### src/rtl/inst_prefetch_if.sv
// -----------------------------------------------------------------------------
// inst_prefetch_if
// Bundles every handshake/bus signal of the instruction prefetcher.
//   Redirect   : i_flush, i_flush_pc
//   Consumer   : o_valid, o_pc, o_inst, i_ready
//   Fetch bus  : o_req, o_req_addr, i_req_gnt, i_rsp_valid, i_rsp_data
// Signal names are written from the prefetcher's point of view (i_ = into the
// prefetcher, o_ = out of it).
// Modports:
//   master : the prefetcher itself
//   slave  : the environment (consumer, redirect source and instruction bus)
// -----------------------------------------------------------------------------
interface inst_prefetch_if;
  logic        i_flush;
  logic [31:0] i_flush_pc;
  logic        o_valid;
  logic [31:0] o_pc;
  logic [31:0] o_inst;
  logic        i_ready;
  logic        o_req;
  logic [31:0] o_req_addr;
  logic        i_req_gnt;
  logic        i_rsp_valid;
  logic [31:0] i_rsp_data;

  modport master (
    input  i_flush, i_flush_pc, i_ready, i_req_gnt, i_rsp_valid, i_rsp_data,
    output o_valid, o_pc, o_inst, o_req, o_req_addr
  );

  modport slave (
    output i_flush, i_flush_pc, i_ready, i_req_gnt, i_rsp_valid, i_rsp_data,
    input  o_valid, o_pc, o_inst, o_req, o_req_addr
  );
endinterface

### src/rtl/inst_prefetch.sv
// -----------------------------------------------------------------------------
// inst_prefetch
// Sequential instruction prefetcher with a DEPTH-entry {pc, inst} queue.
// Issues word-aligned fetches while queued + in-flight + to-be-discarded words
// fit in the queue, stores in-order responses, and presents the oldest entry to
// the consumer. A flush redirects the stream; responses belonging to fetches
// issued before the flush are counted in a discard counter and dropped on
// arrival, so new-stream fetches can start immediately.
// Ports:
//   i_clk : clock, rising edge
//   i_rst : asynchronous active-high reset
//   bus   : inst_prefetch_if.master (redirect, consumer and fetch-bus signals)
// Parameters:
//   RESET_VECTOR : first fetch address after reset
//   DEPTH        : queue entries, power of two in 2..16
// -----------------------------------------------------------------------------
module inst_prefetch #(
  parameter logic [31:0] RESET_VECTOR = 32'h8000_0000,
  parameter int unsigned DEPTH        = 4
) (
  input  logic            i_clk,
  input  logic            i_rst,
  inst_prefetch_if.master bus
);

  localparam int unsigned AW = $clog2(DEPTH);
  localparam int unsigned CW = AW + 1;
  localparam logic [CW+1:0] DEPTH_W = (CW+2)'(DEPTH);

  typedef logic [CW-1:0] cnt_t;
  typedef logic [AW-1:0] ptr_t;

  // Architectural state
  logic [31:0] fpc_q, fpc_d;   // next address to request
  logic [31:0] rpc_q, rpc_d;   // address of the next response to be kept
  cnt_t        occ_q, occ_d;   // queued entries
  cnt_t        inf_q, inf_d;   // granted, response still pending, to be kept
  cnt_t        dsc_q, dsc_d;   // granted before a flush, response to be dropped
  ptr_t        rd_ptr_q, rd_ptr_d;
  ptr_t        wr_ptr_q, wr_ptr_d;

  logic [31:0] pc_mem_q   [DEPTH];
  logic [31:0] inst_mem_q [DEPTH];

  logic [CW+1:0] sum_s;
  logic          req_s;
  logic          gnt_s;
  logic          valid_s;
  logic          pop_s;
  logic          push_s;
  logic          drop_s;
  cnt_t          pend_s;
  logic [31:0]   flush_tgt_s;
  logic          unused_s;

  // The two low redirect bits are ignored by design.
  assign unused_s    = ^bus.i_flush_pc[1:0];
  assign flush_tgt_s = {bus.i_flush_pc[31:2], 2'b00};

  // Handshake decode; outputs are masked during reset and in the flush cycle.
  always_comb begin
    sum_s   = {2'b00, occ_q} + {2'b00, inf_q} + {2'b00, dsc_q};
    req_s   = 1'b0;
    valid_s = 1'b0;
    if (!i_rst && !bus.i_flush) begin
      req_s   = (sum_s < DEPTH_W);
      valid_s = (occ_q != cnt_t'(0));
    end else begin
      req_s   = 1'b0;
      valid_s = 1'b0;
    end
    gnt_s  = req_s && bus.i_req_gnt;
    pop_s  = valid_s && bus.i_ready;
    drop_s = bus.i_rsp_valid && (dsc_q != cnt_t'(0));
    // A response with nothing outstanding is a protocol violation and ignored.
    push_s = bus.i_rsp_valid && (dsc_q == cnt_t'(0)) && (inf_q != cnt_t'(0))
             && !bus.i_flush;
  end

  // Next-state logic; flush overrides grant, push and pop.
  always_comb begin
    fpc_d    = fpc_q;
    rpc_d    = rpc_q;
    occ_d    = occ_q;
    inf_d    = inf_q;
    dsc_d    = dsc_q;
    rd_ptr_d = rd_ptr_q;
    wr_ptr_d = wr_ptr_q;
    pend_s   = dsc_q + inf_q;
    if (bus.i_flush) begin
      fpc_d    = flush_tgt_s;
      rpc_d    = flush_tgt_s;
      occ_d    = cnt_t'(0);
      inf_d    = cnt_t'(0);
      rd_ptr_d = ptr_t'(0);
      wr_ptr_d = ptr_t'(0);
      // Every outstanding old fetch becomes a discard, minus the response
      // that is being dropped right now.
      if (bus.i_rsp_valid && (pend_s != cnt_t'(0))) begin
        dsc_d = pend_s - cnt_t'(1);
      end else begin
        dsc_d = pend_s;
      end
    end else begin
      if (gnt_s) begin
        fpc_d = fpc_q + 32'd4;
      end else begin
        fpc_d = fpc_q;
      end
      if (drop_s) begin
        dsc_d = dsc_q - cnt_t'(1);
      end else begin
        dsc_d = dsc_q;
      end
      if (push_s) begin
        rpc_d    = rpc_q + 32'd4;
        wr_ptr_d = wr_ptr_q + ptr_t'(1);
      end else begin
        rpc_d    = rpc_q;
        wr_ptr_d = wr_ptr_q;
      end
      if (pop_s) begin
        rd_ptr_d = rd_ptr_q + ptr_t'(1);
      end else begin
        rd_ptr_d = rd_ptr_q;
      end
      inf_d = inf_q + cnt_t'(gnt_s) - cnt_t'(push_s);
      occ_d = occ_q + cnt_t'(push_s) - cnt_t'(pop_s);
    end
  end

  // Pointer and counter registers.
  always_ff @(posedge i_clk or posedge i_rst) begin
    if (i_rst) begin
      fpc_q    <= RESET_VECTOR;
      rpc_q    <= RESET_VECTOR;
      occ_q    <= cnt_t'(0);
      inf_q    <= cnt_t'(0);
      dsc_q    <= cnt_t'(0);
      rd_ptr_q <= ptr_t'(0);
      wr_ptr_q <= ptr_t'(0);
    end else begin
      fpc_q    <= fpc_d;
      rpc_q    <= rpc_d;
      occ_q    <= occ_d;
      inf_q    <= inf_d;
      dsc_q    <= dsc_d;
      rd_ptr_q <= rd_ptr_d;
      wr_ptr_q <= wr_ptr_d;
    end
  end

  // Queue storage; contents are qualified by occ, so no reset is needed.
  always_ff @(posedge i_clk) begin
    if (push_s) begin
      pc_mem_q[wr_ptr_q]   <= rpc_q;
      inst_mem_q[wr_ptr_q] <= bus.i_rsp_data;
    end
  end

  // Entries are read from storage, so a push becomes visible one cycle later.
  assign bus.o_valid    = valid_s;
  assign bus.o_pc       = pc_mem_q[rd_ptr_q];
  assign bus.o_inst     = inst_mem_q[rd_ptr_q];
  assign bus.o_req      = req_s;
  assign bus.o_req_addr = fpc_q;

endmodule

### src/flat_wrapper.sv
// flat-port wrapper written by rule: the top's interface ports become plain ports
module inst_prefetch_flat 
#(
  parameter logic [31:0] RESET_VECTOR = 32'h8000_0000,
  parameter int unsigned DEPTH        = 4
)
  (i_clk, i_rst, bus_i_flush, bus_i_flush_pc, bus_i_ready, bus_i_req_gnt, bus_i_rsp_valid, bus_i_rsp_data, bus_o_valid, bus_o_pc, bus_o_inst, bus_o_req, bus_o_req_addr);
  inst_prefetch_if bus_i ();
  input  logic i_clk;
  input  logic i_rst;
  input wire logic [$bits(bus_i.i_flush)-1:0] bus_i_flush;
  input wire logic [$bits(bus_i.i_flush_pc)-1:0] bus_i_flush_pc;
  input wire logic [$bits(bus_i.i_ready)-1:0] bus_i_ready;
  input wire logic [$bits(bus_i.i_req_gnt)-1:0] bus_i_req_gnt;
  input wire logic [$bits(bus_i.i_rsp_valid)-1:0] bus_i_rsp_valid;
  input wire logic [$bits(bus_i.i_rsp_data)-1:0] bus_i_rsp_data;
  output wire logic [$bits(bus_i.o_valid)-1:0] bus_o_valid;
  output wire logic [$bits(bus_i.o_pc)-1:0] bus_o_pc;
  output wire logic [$bits(bus_i.o_inst)-1:0] bus_o_inst;
  output wire logic [$bits(bus_i.o_req)-1:0] bus_o_req;
  output wire logic [$bits(bus_i.o_req_addr)-1:0] bus_o_req_addr;
  assign bus_i.i_flush = bus_i_flush;
  assign bus_i.i_flush_pc = bus_i_flush_pc;
  assign bus_i.i_ready = bus_i_ready;
  assign bus_i.i_req_gnt = bus_i_req_gnt;
  assign bus_i.i_rsp_valid = bus_i_rsp_valid;
  assign bus_i.i_rsp_data = bus_i_rsp_data;
  assign bus_o_valid = bus_i.o_valid;
  assign bus_o_pc = bus_i.o_pc;
  assign bus_o_inst = bus_i.o_inst;
  assign bus_o_req = bus_i.o_req;
  assign bus_o_req_addr = bus_i.o_req_addr;
  inst_prefetch #(.RESET_VECTOR(RESET_VECTOR), .DEPTH(DEPTH)) u_core (.i_clk(i_clk), .i_rst(i_rst), .bus(bus_i));
endmodule
### config.mk
export PLATFORM = sky130hd
export DESIGN_NAME = inst_prefetch_flat
export DESIGN_NICKNAME = d
export VERILOG_FILES = /design/src/rtl/inst_prefetch_if.sv /design/src/rtl/inst_prefetch.sv /design/src/flat_wrapper.sv
export SDC_FILE = /design/constraint.sdc
export NUM_CORES = 1
export LEC_CHECK = 0
export CORE_UTILIZATION = 30
export CTS_BUF_LIST = sky130_fd_sc_hd__clkbuf_4
export DETAILED_ROUTE_END_ITERATION = 7
export HOLD_SLACK_MARGIN = 0.02
export PLACE_DENSITY = 0.45
export SLEW_MARGIN = 20
export SYNTH_ARGS = -nofsm -noshare
export SYNTH_HDL_FRONTEND = slang
export SYNTH_SLANG_ARGS = --single-unit
### constraint.sdc
create_clock -name i_clk -period 7.7 [get_ports i_clk]
set_clock_uncertainty 0.1 [all_clocks]
set_input_delay 1.54 -clock i_clk [delete_from_list [all_inputs] [get_ports i_clk]]
set_output_delay 1.54 -clock i_clk [all_outputs]
set_load 0.05 [all_outputs]
==> results of run 1 <==
through the flow:
stage               area (µm²)  total power (µW)
floorplan                13500              2290
global placement         15800              2470
detailed placement       15800              2470
CTS                      17000              4090
global route             17000              4220
finish                   17000              4000
logic make-up after synthesis:
group,after synthesis,synth area share
other,1,0.000278
buffers and inverters,64,0.0198
AOI/OAI and AO/OA,89,0.0416
DFF,321,0.688
adders and majority gates,24,0.0245
and+or+nand+nor,202,0.0830
xor gates and xnor gates,46,0.0299
muxes,74,0.113
layer usage:
layer / wire [µm] / up-vias
li1: - / 3730
met1: 15200 / 3972
met2: 14900 / 261
met3: 1850 / 67
met4: 787 / 0
met5: 0 / -
cells in the mapped netlist, drive strengths merged, types with 3 or more instances:
cell type	instances
mux2	10
nand4	19
nor2	19
ha	20
or3	3
xor2	26
o211ai	9
nand3	27
dfrtp	71
nand2	52
mux4	62
nand2b	3
clkbuf	17
o311ai	5
and3	19
a21boi	5
inv	30
o21ai	38
nor4	14
a21oi	11
buf	16
a21o	3
edfxtp	248
fa	4
and4	10
nor2b	5
nor3	15
a31oi	5
and2	10
xnor2	20
worst register-to-register path, cell delays in order, from the launching register on:
cell	delay, ns
sky130_fd_sc_hd__dfrtp_1	0.44
sky130_fd_sc_hd__ha_1	0.26
sky130_fd_sc_hd__fa_1	0.38
sky130_fd_sc_hd__xor2_1	0.17
sky130_fd_sc_hd__ha_1	0.27
sky130_fd_sc_hd__nor4_1	0.35
sky130_fd_sc_hd__and3_1	0.39
sky130_fd_sc_hd__nand2_1	0.47
sky130_fd_sc_hd__inv_1	0.16
sky130_fd_sc_hd__buf_4	0.24
sky130_fd_sc_hd__ha_1	0.18
sky130_fd_sc_hd__inv_1	0.05
sky130_fd_sc_hd__fa_1	0.38
sky130_fd_sc_hd__xnor2_1	0.16
sky130_fd_sc_hd__nor2_1	0.05
cell usage in the layout (no fill, tap or decap), types with 14 or more instances in the layout:
master                            synthesis  routed
sky130_fd_sc_hd__dfrtp_1                 71      69
sky130_fd_sc_hd__edfxtp_1               248     248
sky130_fd_sc_hd__xnor2_1                 20      20
sky130_fd_sc_hd__nand4_1                 19      19
sky130_fd_sc_hd__ha_1                    20      20
sky130_fd_sc_hd__inv_1                   30      29
sky130_fd_sc_hd__nand2_1                 51      51
sky130_fd_sc_hd__clkdlybuf4s50_1          0     160
sky130_fd_sc_hd__o21ai_0                 34      34
sky130_fd_sc_hd__clkbuf_4                 0     138
sky130_fd_sc_hd__xor2_1                  26      26
sky130_fd_sc_hd__nor3_1                  14      14
sky130_fd_sc_hd__nor2_1                  19      19
sky130_fd_sc_hd__mux4_2                  62      62
sky130_fd_sc_hd__nand3_1                 26      26
sky130_fd_sc_hd__and3_1                  18      18
area by class of cell:
type                    instances  share of cell area
flip-flops and latches        321               0.547
well taps                     592              0.0437
repair buffers                172              0.0996
clock inverters                19             0.00767
diodes                          1            0.000148
multi-input cells             439               0.234
clock buffers                 138              0.0611
inverters                      31             0.00686
power breakdown:
group	switching, µW	internal [µW]
registers	85.9	1930
logic	251	166
clock network	716	851
total	1050	2940
final timing paths:
path	start	to	slack, ns
worst min-delay path	u_core.bus.o_req_addr[31]	u_core.bus.o_req_addr[31]	0.41
worst max-delay path	u_core.inf_q[0]	bus_o_req	1.86
max in group asynchronous	i_rst	u_core.rd_ptr_q[0]	5.18
worst max register to register	u_core.inf_q[0]	u_core.inf_q[2]	3.52
min in group asynchronous	i_rst	u_core.inf_q[2]	1.20
worst min register to register	u_core.bus.o_req_addr[31]	u_core.bus.o_req_addr[31]	0.41
sequential cells by signal (all words and copies together), names as in the netlist:
| name | count |
|---|---|
| u_core.bus.o_req_addr | 30 |
| u_core.dsc_q | 3 |
| u_core.inf_q | 3 |
| u_core.inst_mem_q | 128 |
| u_core.occ_q | 3 |
| u_core.pc_mem_q | 120 |
| u_core.rd_ptr_q | 2 |
| u_core.rpc_q | 30 |
| u_core.wr_ptr_q | 2 |
==> results list, run 1 <==
- The run finished with clean final reports.
- Number of placed cells counting well taps: 1555
- The first detailed-routing pass ran for 5 iterations.
* Number of antenna violations at the first check in global routing: 1
* Arrival time at the worst endpoint: approximately 4.2 ns
- On the critical path, the stage with the largest delay is an instance of sky130_fd_sc_hd__clkdlybuf4s50_1.
- Setup repair after global routing left no endpoint under its margin.
* Max_cap viols: 0
- Starting Density: 0.304
- The first routing iteration left around 360 violations.
- In the routed layout, each cell is associated on average with a via count of 4.69.
- Final cell count without fillers: 1713
- Routed wirelength normalized by instance count: roughly 19 µm
* Sum of routed wire length over all layers: 32.7 mm
- Measured on the finished design, the core utilization comes to 0.383.
- Instance count along the most critical hold path: 2
- In this run the vertical extent of the chip is 214 µm.
- Synthesis-stage register bit count: approximately 320
* Cells after Synth: 821
- For this design the ratio of total power to cell area is 236 nW/µm².
- Prevailing post-synth register cell: sky130_fd_sc_hd__edfxtp_1
- Via count of the first global-routing pass: about 8700
- For the worst-skew pair, the clock arrives at the later sink with an insertion delay of 0.74 ns.
- Fill cells in the final layout number 4271.
- Crit share post-route: 0.758
- In this run the number of cells on the critical path is 8.
* Maximum level of the CTS H-tree: 3
* Largest net degree at the start of global routing: 63
- Required time at the worst-slack endpoint: between 6 and 7 ns
- between 150 and 200 I/O pins were placed.
* Clock Sinks: 321
- Clock input transition at the sequential cells of the worst setup and hold paths: 0.06 ns
- In the final timing run, aggregate negative setup slack is 0 ns.
- In this run the static leakage power is 0.00587 µW.
- For this run, design rule violations remaining after detail routing come to 0.
* Met3 track demand over resource: 0.0407
- Most used routing layer in global routing: met2
- The sequential cells in the finished layout cover a total of a little over 9000 µm².
* Final weighted congestion in routability-driven placement: ~0.78
- After clock tree synthesis, the setup repair step added 0 buffers.
- Of the post-synthesis cell area, the dominant cell type holds 0.552.
* Post-CTS Resized: 0
- The synthesized design contains between 200 and 250 enable-type register cells.
* Endpoints failing hold: 0
* Post-synthesis to final-layout area growth: 25.7%
* Worst hold slack: 0.413 ns
- The Yosys step of the flow raised 0 warnings.
- Clock tree synthesis inserted a total of 91 buffers.
* Peak supply drop: between 100 and 150 µV
- Kind of cell with the highest combined delay on the critical path: adder cells
- Setup violations remaining at the end of the flow were counted as 0.
- Multi-input combinational cell area: ~4000 µm²
- Fraction of final layout cells with drive strength greater than 1: 0.222
* Layout Nets: about 1200
- Together, buffers and inverters on the worst path number 1.
- ANT nets after route: 0
* Routed via count: approximately 8000
* Area contributors post-synth: sky130_fd_sc_hd__edfxtp_1, sky130_fd_sc_hd__dfrtp_1, sky130_fd_sc_hd__mux4_2
- The first global-routing pass estimated 51.2 mm of wire.
* Headroom to the max-slew limit: 0.277
- Async set-reset flop share out of synthesis: 0.227
- WS Path Type: reg2out
- Clock tree from TritonCTS: yes
- For met2 alone, demand over resource in global routing was 0.224.
- In the post-route analysis, the smallest setup slack over all paths is 1.86 ns.
- Worst R2R Path Depth: 14
- Max incr delay on CP: 0.83 ns
- Most common cell type on the critical path: sky130_fd_sc_hd__ha_1
- The worst setup path is captured at a primary output.
- The longest clock path from root to sink contains 3 buffers.
- Remaining Overflow, GRT: 0
- In this run the horizontal extent of the chip is 214 µm.
- Total GRT Usage: 0.146
- The synthesized netlist occupies a cell area of 13500 µm².
* Post-CTS Hold Buffers: 0
- The clock period could shrink to around 5.8 ns.
* Clk root buf: sky130_fd_sc_hd__clkbuf_4
- Number of slew-limit violations in the final report: 0
- Share of synthesized area occupied by flip-flops and latches: 0.688
* Type of the tightest min-delay check: reg2reg
* Kind of start point of the critical path: flop
- Count of standard-cell rows: 77
- In this run, distinct cell masters in the synthesized netlist total 58.
- Number of buffers inserted by port buffering: 161
- Post-detail-place hpwl: 20.4 mm
- The die covers between 40000 and 50000 µm².
- Placeable core region: 44300 µm²
- In the global route stage, met1 resource usage came out at 0.196.
- Prior to clock tree synthesis, the placed netlist has a worst setup slack of 2.32 ns.
- For the pin with the worst max-slew slack, the measured transition is 1.07 ns.
- Summed over all instances, the cell type with the most area after synthesis is sky130_fd_sc_hd__edfxtp_1.
- Worst-path cell chain: ha_1, fa_1, xor2_1, ha_1, nor4_1, o211ai_1, nor2b_1, clkdlybuf4s50_1
- In this run the mean area of a mapped cell was 16.4 µm².
* Top fanout value on the critical path: 10
- Static timing analysis puts the maximum clock frequency at 171 MHz.
(Power assumes the default switching activity.)
==> run 2: changes to the inputs <==
clock period = 5.8 ns   (was 7.7 ns; I/O delays follow)
==> run 2 against run 1 <==
Against the previous run: critical endpoint unchanged; utilization rose by 0.16 points; power rose by 31%; final cell count rose by 0.76%; highest routed layer unchanged; sequential share of layout area fell by 0.23 points; routed wire length rose by 2.3%; hold slack barely moved; via count rose by 1.3%; die area did not move; flip-flop and latch count did not move; critical path depth rose by 1; critical path type unchanged; non-clock buffer count rose by 7; first-iteration DRC count fell by 18%.
==> results list, run 2 (same netlist as run 1, synthesis figures left out) <==
- The standard-cell row count was 77 (unchanged).
- The number of sinks driven by the clock tree came to 321 (unchanged).
- Most frequent cells in the layout: sky130_fd_sc_hd__edfxtp_1, sky130_fd_sc_hd__clkdlybuf4s50_1, sky130_fd_sc_hd__clkbuf_4
- The area growth from synthesis to layout is 26.2%.
- TritonCTS built the clock tree.
- Remaining design rule violation count: 0 (unchanged)
* Timing-limited maximum frequency: 189 MHz
- The post-CTS setup repair buffer count is 0 (unchanged).
* Total GRT Usage: 0.151 (+0.00452)
- Worst Max-Slew Pin Slew: 0.947 ns (-0.127 ns)
- Arrival time at the worst endpoint: 4.03 ns (-0.17 ns)
- The DRC violation total after the first TritonRoute iteration came to 300 (-18%).
- Number of search-and-repair iterations in the first detailed-routing pass: 5 (unchanged)
- I/O pin count: 168 (unchanged)
* Routed wirelength normalized by instance count: 19.4 µm (+1.5%)
- Number of buffers added by the clock tree synthesis step: 89 (-2.2%)
- Setup repair after global routing left no endpoint under its margin.
- Peak supply drop: 121 µV (+3.3%)
* Full die area: 45800 µm² (unchanged)
- Largest registers: u_core.inst_mem_q (128), u_core.pc_mem_q (120)
- Die height: 214 µm (unchanged)
- The post-layout net count came to 1155 (+0.43%).
* Top fanout value on the critical path: 10 (unchanged)
- Endpoint type of the worst setup path: primary output
* Sum of routed wire length over all layers: 33.4 mm (+2.3%)
- Endpoints failing hold: 0 (unchanged)
- The count of input and output buffers came to 161 (unchanged).
* Post-route minimum period: 5.29 ns
- The source-to-sink clock delay at the later pin of the worst-skew pair is 0.81 ns (+0.07 ns).
- The die extent in x is 214 µm (unchanged).
- The count of final max-slew check failures is 0 (unchanged).
- The estimated wirelength of the detail-placed design came to 21.0 mm (+2.9%).
- The path class of the tightest hold or removal check is reg2reg.
* Fraction of final layout cells with drive strength greater than 1: 0.220 (-0.00197)
- Max_cap viols: 0 (unchanged)
* Routed via count: 8133 (+1.3%)
- The library cell used most frequently in the layout, excluding fill and tap cells, is sky130_fd_sc_hd__edfxtp_1.
- The total number of H-tree levels came to 3 (unchanged).
- The number of inserted filler cells in the final layout was 4253 (-0.42%).
- The number of flip-flops under the largest register name came to 128 (unchanged).
* Largest net degree at the start of global routing: 76 (+21%)
* Starting Density: 0.304 (unchanged)
- Leakage Power: 0.00588 µW (+0.14%)
- Multi-input combinational cell area: 3960 µm² (unchanged)
- Routed via count divided by cell count: 4.71 (+0.52%)
* Kind of start point of the critical path: flop
* WS Path Type: reg2out
- Remaining Overflow, GRT: 0 (unchanged)
- The final sum of negative setup slack is 0 ns (unchanged).
- Register bank with the most flops: u_core.inst_mem_q
- The total area of sequential cells is 9280 µm² (unchanged).
- CTS Buffer Depth: 3 (unchanged)
- The post-cts hold buffer count came to 0 (unchanged).
* Worst hold slack: 0.413 ns (+0.000384 ns)
- Final setup vio count: 0 (unchanged)
- The run finished with clean final reports.
* Areal power density over the cells: 308 nW/µm² (+31%)
- Clock input transition at the sequential cells of the worst setup and hold paths: 0.06 ns (about the same)
* Startpoint of the worst setup timing path: u_core.inf_q[0]
- The area inside the core boundary is 44300 µm² (unchanged).
- The tree is rooted in a sky130_fd_sc_hd__clkbuf_4.
* Post-CTS Resized: 0 (unchanged)
- Wire length of the first global-routing pass: 52.5 mm (+2.6%)
- The worst endpoint required time was 4.54 ns (-1.52 ns).
- Crit share post-route: 0.913
- R2r startpoint: u_core.inf_q[0]
- The post-route antenna net violation count came to 0 (unchanged).
* Worst Min Path Start: u_core.bus.o_req_addr[31]
* Number of antenna violations at the first check in global routing: 2 (+1)
- The weighted congestion reported at the end of routability-driven placement was 0.779 (about the same).
* Headroom to the max-slew limit: 0.363 (+0.0858)
- Fin worst setup slack: 0.505 ns (-1.36 ns)
* Post-placement setup slack: 1.33 ns (-0.985 ns)
- Via count of the first global-routing pass: 8765 (+1.0%)
-- run 2: changes by cell type in the layout (fill, tap and decap cells not counted) --
| cell | delta |
|---|---|
| sky130_fd_sc_hd__buf_12 | +4 |
| sky130_fd_sc_hd__buf_4 | +3 |
| sky130_fd_sc_hd__bufinv_16 | -1 |
| sky130_fd_sc_hd__clkbuf_4 | -4 |
| sky130_fd_sc_hd__clkinv_1 | +10 |
| sky130_fd_sc_hd__clkinv_2 | -1 |
| sky130_fd_sc_hd__clkinvlp_4 | +3 |
| sky130_fd_sc_hd__diode_2 | +3 |
| sky130_fd_sc_hd__inv_6 | -4 |
-- run 2: worst max-delay path: stages, from the launching register on --
cell,delay (ns)
sky130_fd_sc_hd__dfrtp_1,0.43
sky130_fd_sc_hd__ha_1,0.25
sky130_fd_sc_hd__fa_1,0.39
sky130_fd_sc_hd__xor2_1,0.17
sky130_fd_sc_hd__ha_1,0.27
sky130_fd_sc_hd__nor4_1,0.39
sky130_fd_sc_hd__o211ai_1,0.16
sky130_fd_sc_hd__buf_4,0.21
sky130_fd_sc_hd__nor2b_1,0.13
sky130_fd_sc_hd__clkdlybuf4s50_1,0.82
-- run 2: metal layers --
layer,routed length (µm),GRT usage
met1,15600,0.205
met4,699,0.0598
met5,0,0
met2,15200,0.226
met3,1930,0.0438
-- run 2: final cells by class --
class                           count  share of cell area
Multi-Input combinational cell    439               0.233
Antenna cell                        4            0.000588
Clock inverter                     26             0.00705
Timing Repair Buffer              179               0.105
Sequential cell                   321               0.545
Inverter                           31             0.00683
Tap cell                          592              0.0435
Clock buffer                      134              0.0591
-- run 2: where the power goes --
part           internal [µW]  switching (µW)  total [µW]
Clock                   1050             958        2010
Combinational            223             337         560
Sequential              2560             113        2670
-- run 2: final timing paths --
check | endpoint | slack (ns) | cells past startpoint
min | u_core.bus.o_req_addr[31] | 0.41 | 2
max | bus_o_req | 0.51 | 9
max in group asynchronous | u_core.rpc_q[26] | 3.72 | 3
min in group asynchronous | u_core.bus.o_req_addr[2] | 0.81 | 2
min reg2reg | u_core.bus.o_req_addr[31] | 0.41 | 2
max reg2reg | u_core.bus.o_req_addr[28] | 2.17 | 10
-- run 2: metrics by stage --
step | total power (µW) | instances | util | cell area, µm²
finish | 5240 | 1726 | 0.384 | 17000
global route | 5530 | 1726 | 0.384 | 17000
CTS | 5350 | 1722 | 0.384 | 17000
detailed placement | 3280 | 1562 | 0.359 | 15900
global placement | 3270 | 1562 | 0.359 | 15900
floorplan | 3040 | 824 | - | 13500
==> run 3: changes to the inputs <==
CTS_BUF_LIST = sky130_fd_sc_hd__clkbuf_16   (was sky130_fd_sc_hd__clkbuf_4)
CTS_CLUSTER_DIAMETER = 50   (was not set)
==> run 3 against run 2 <==
Against the previous run: first-iteration DRC count down 0.67%; count of clock-buffer cells in the layout down 91; power up 9.3%; sequential share of layout area down 0.66 points; utilization up 0.47 points; critical path depth unchanged; sequential power about the same; combinational power about the same; highest routed layer unchanged.
==> results list, run 3 (same netlist as run 1, synthesis figures left out) <==
* Starting Density: 0.304 (unchanged)
- Number of antenna cells inserted: 0 (-4)
* Number of antenna violations at the first check in global routing: 0 (-2)
* Number of design-rule violations left by the first detailed-router iteration: 298 (-0.67%)
* Fin worst setup slack: 0.765 ns (+0.260 ns)
* Leakage Power: 0.00591 µW (+0.58%)
* Final standard cell area without fillers: 17200 µm² (+1.2%)
- Kind of cell with the highest combined delay on the critical path: buffers and inverters
* Endpoints failing hold: 0 (unchanged)
* Routed wirelength normalized by instance count: 20.3 µm (+4.8%)
- Most common cell type on the critical path: sky130_fd_sc_hd__ha_1
- Headroom to the max-slew limit: 0.370 (+0.00671)
* Number of buffers added by the clock tree synthesis step: 42 (-53%)
* Worst Min Path Start: u_core.bus.o_req_addr[31]
- Peak supply drop: 165 µV (+37%)
- Standard cell area after detailed placement: 15900 µm² (unchanged)
- Buffers and inverters on the worst path: 2 (unchanged)
* Final weighted congestion in routability-driven placement: 0.779 (unchanged)
- Post-placement setup slack: 1.33 ns (unchanged)
* Post-synthesis to final-layout area growth: 27.8%
* Fraction of final layout cells with drive strength greater than 1: 0.165 (-0.0551)
- Endpoint type of the worst setup path: primary output
- The proportion of power drawn by the clock network is 0.436 (+0.052).
- The number of cells traversed by the worst hold path came to 2 (unchanged).
- The post-CTS setup repair buffer count is 0 (unchanged).
- The CTS clock-pin slew for the worst setup and hold paths came to 0.05 ns (about the same).
- The clock period minus final worst setup slack is 5.03 ns (-0.260 ns).
- The remaining global-route overflow is 0 (unchanged).
- The post-layout net count came to 1108 (-4.1%).
- The worst endpoint required time came to 4.54 ns (about the same).
* Switching share of power: 0.254 (-0.0143)
- The internal power consumption came to 4270 µW (+11%).
* Switching component of the power: 1460 µW (+3.5%)
- WS Path Type: reg2out
* Crit share post-route: 0.868 (-0.0448)
- Hold-critical path endpoint: u_core.bus.o_req_addr[31]
- Total of fill cells in the finished design: 4166 (-2.0%)
- Placeable core region: 44300 µm² (unchanged)
* Clock tree from TritonCTS: yes
- Final setup vio count: 0 (unchanged)
* Areal power density over the cells: 332 nW/µm² (+8.0%)
- Clk root buf: sky130_fd_sc_hd__clkbuf_16
- The post-route antenna net violation count came to 0 (unchanged).
- The sequential share of power was 0.466 (-0.043).
- For this design, the slowest cell found on the critical path is sky130_fd_sc_hd__clkdlybuf4s50_1.
- The total number of H-tree levels is 2 (-1).
- Number of buffers inserted by port buffering: 161 (unchanged)
- Arrival time at the worst endpoint: 3.77 ns (-0.26 ns)
* Final cell count without fillers: 1639 (-5.0%)
- Timing-limited maximum frequency: 199 MHz (+5.2%)
- Clock Sinks: 321 (unchanged)
- Full die area: 45800 µm² (unchanged)
- The overall routing resource usage was 0.148 (-0.00230).
- The critical path goes through ha_1, fa_1, xor2_1, ha_1, nor4_1, o211ai_1, buf_4, nor2b_1, clkdlybuf4s50_1.
- Worst Max-Slew Pin Slew: 0.937 ns (-0.00998 ns)
* Register bank with the most flops: u_core.inst_mem_q
- Leaving out fill and tap cells, the most frequent cell in the layout is sky130_fd_sc_hd__edfxtp_1.
- The total length of routed wires is 33.3 mm (-0.48%).
- Number of slew-limit violations in the final report: 0 (unchanged)
* I/O pin count: 168 (unchanged)
- Post-detail-place hpwl: 21.0 mm (unchanged)
- The standard-cell row count was 77 (unchanged).
* R2r startpoint: u_core.inf_q[0]
* Reg-to-reg endpoint: u_core.bus.o_req_addr[28]
- Die height: 214 µm (unchanged)
- Result of the run: finished, final reports clean
- In this run the worst hold path is classified as reg2reg.
- Multi-input combinational cell area: 3960 µm² (unchanged)
* Post-route total power: 5730 µW (+9.3%)
- The total area of sequential cells was 9280 µm² (unchanged).
* Sum of negative setup slack: 0 ns (unchanged)
- Number of placed cells counting well taps: 1562 (unchanged)
- Largest net degree at the start of global routing: 76 (unchanged)
- The worst setup path is launched from a flop.
- Wire length of the first global-routing pass: 51.8 mm (-1.3%)
* Width of the chip: 214 µm (unchanged)
* Share of total power in combinational logic: 0.098 (-0.009)
- Max FFs per register: 128 (unchanged)
* Worst R2R Path Depth: 10 (unchanged)
- Remaining design rule violation count: 0 (unchanged)
- Unrepaired setup endpoints after global routing: false
- The via count of the first global-routing pass came to 8335 (-4.9%).
- The register-to-register path setup slack is 2.20 ns (+0.03 ns).
- Largest registers: u_core.inst_mem_q (128), u_core.pc_mem_q (120)
* Routed via count: 7832 (-3.7%)
- Max_cap viols: 0 (unchanged)
- The number of vias per cell was 4.78 (+1.4%).
- The number of iterations in the first detailed-routing pass is 4 (-1).
- The buffer levels on the longest clock path was 3 (unchanged).
* Post-CTS Hold Buffers: 0 (unchanged)
- The delay of the slowest critical-path stage is 0.82 ns (about the same).
- Most frequent cells in the layout: sky130_fd_sc_hd__edfxtp_1, sky130_fd_sc_hd__clkdlybuf4s50_1, sky130_fd_sc_hd__dfrtp_1
- The highest fanout seen on the critical path was 10 (unchanged).
- The source-to-sink clock delay at the later pin of the worst-skew pair is 0.55 ns (-0.26 ns).
- Post-CTS Resized: 0 (unchanged)
==> run 3: changes by cell type in the layout (fill, tap and decap cells not counted), sizes merged <==
cell / previous run / this run
clkinv: 24 / 14
inv: 30 / 45
clkbuf: 134 / 43
diode: 4 / 0
bufinv: 0 / 3
==> run 3: power groups by stage <==
| stage | combinational (µW) | clock, µW | sequential, µW |
|---|---|---|---|
| 2_1_floorplan | 271 | 0 | 2770 |
| 3_3_place_gp | 560 | 0 | 2710 |
| 3_5_place_dp | 563 | 0 | 2720 |
| 4_1_cts | 567 | 2570 | 2670 |
| 5_1_grt | 619 | 2660 | 2680 |
| 6_report | 560 | 2500 | 2670 |
==> run 3: tightest hold or removal path, delay by kind of cell, from the launching register on <==
| kind | cells | cell delay (ns) |
|---|---|---|
| simple gates | 2 | 0.12 |
| flops | 1 | 0.38 |
==> run 3: worst max path at each step <==
| stage | cells past startpoint | end | from |
|---|---|---|---|
| 6_report | 9 | bus_o_req | u_core.inf_q[0] |
| 5_1_grt | 9 | bus_o_req | u_core.inf_q[0] |
| 4_1_cts | 9 | bus_o_req | u_core.inf_q[0] |
| 3_5_place_dp | 9 | bus_o_req | u_core.inf_q[0] |
| 3_3_place_gp | 9 | bus_o_req | u_core.inf_q[0] |
| 2_1_floorplan | 7 | bus_o_req | u_core.inf_q[0] |
==> run 3: cell type report <==
cell class / count / area share
Sequential cell: 321 / 0.538
Timing Repair Buffer: 179 / 0.104
Multi-Input combinational cell: 439 / 0.230
Tap cell: 592 / 0.0430
Clock inverter: 34 / 0.0156
Inverter: 31 / 0.00675
Clock buffer: 43 / 0.0624
==> run 3: metrics by stage <==
step / hold slack, ns / utilization
2_1_floorplan: 0.397 / -
3_3_place_gp: 0.393 / 0.359
3_5_place_dp: 0.401 / 0.359
4_1_cts: 0.410 / 0.389
5_1_grt: 0.426 / 0.389
6_report: 0.406 / 0.389
==> run 3: layer usage <==
layer  global-route usage  routed length (µm)
met1                0.209               15800
met2                0.227               15000
met3               0.0357                1700
met4               0.0450                 720
met5                    0                   0
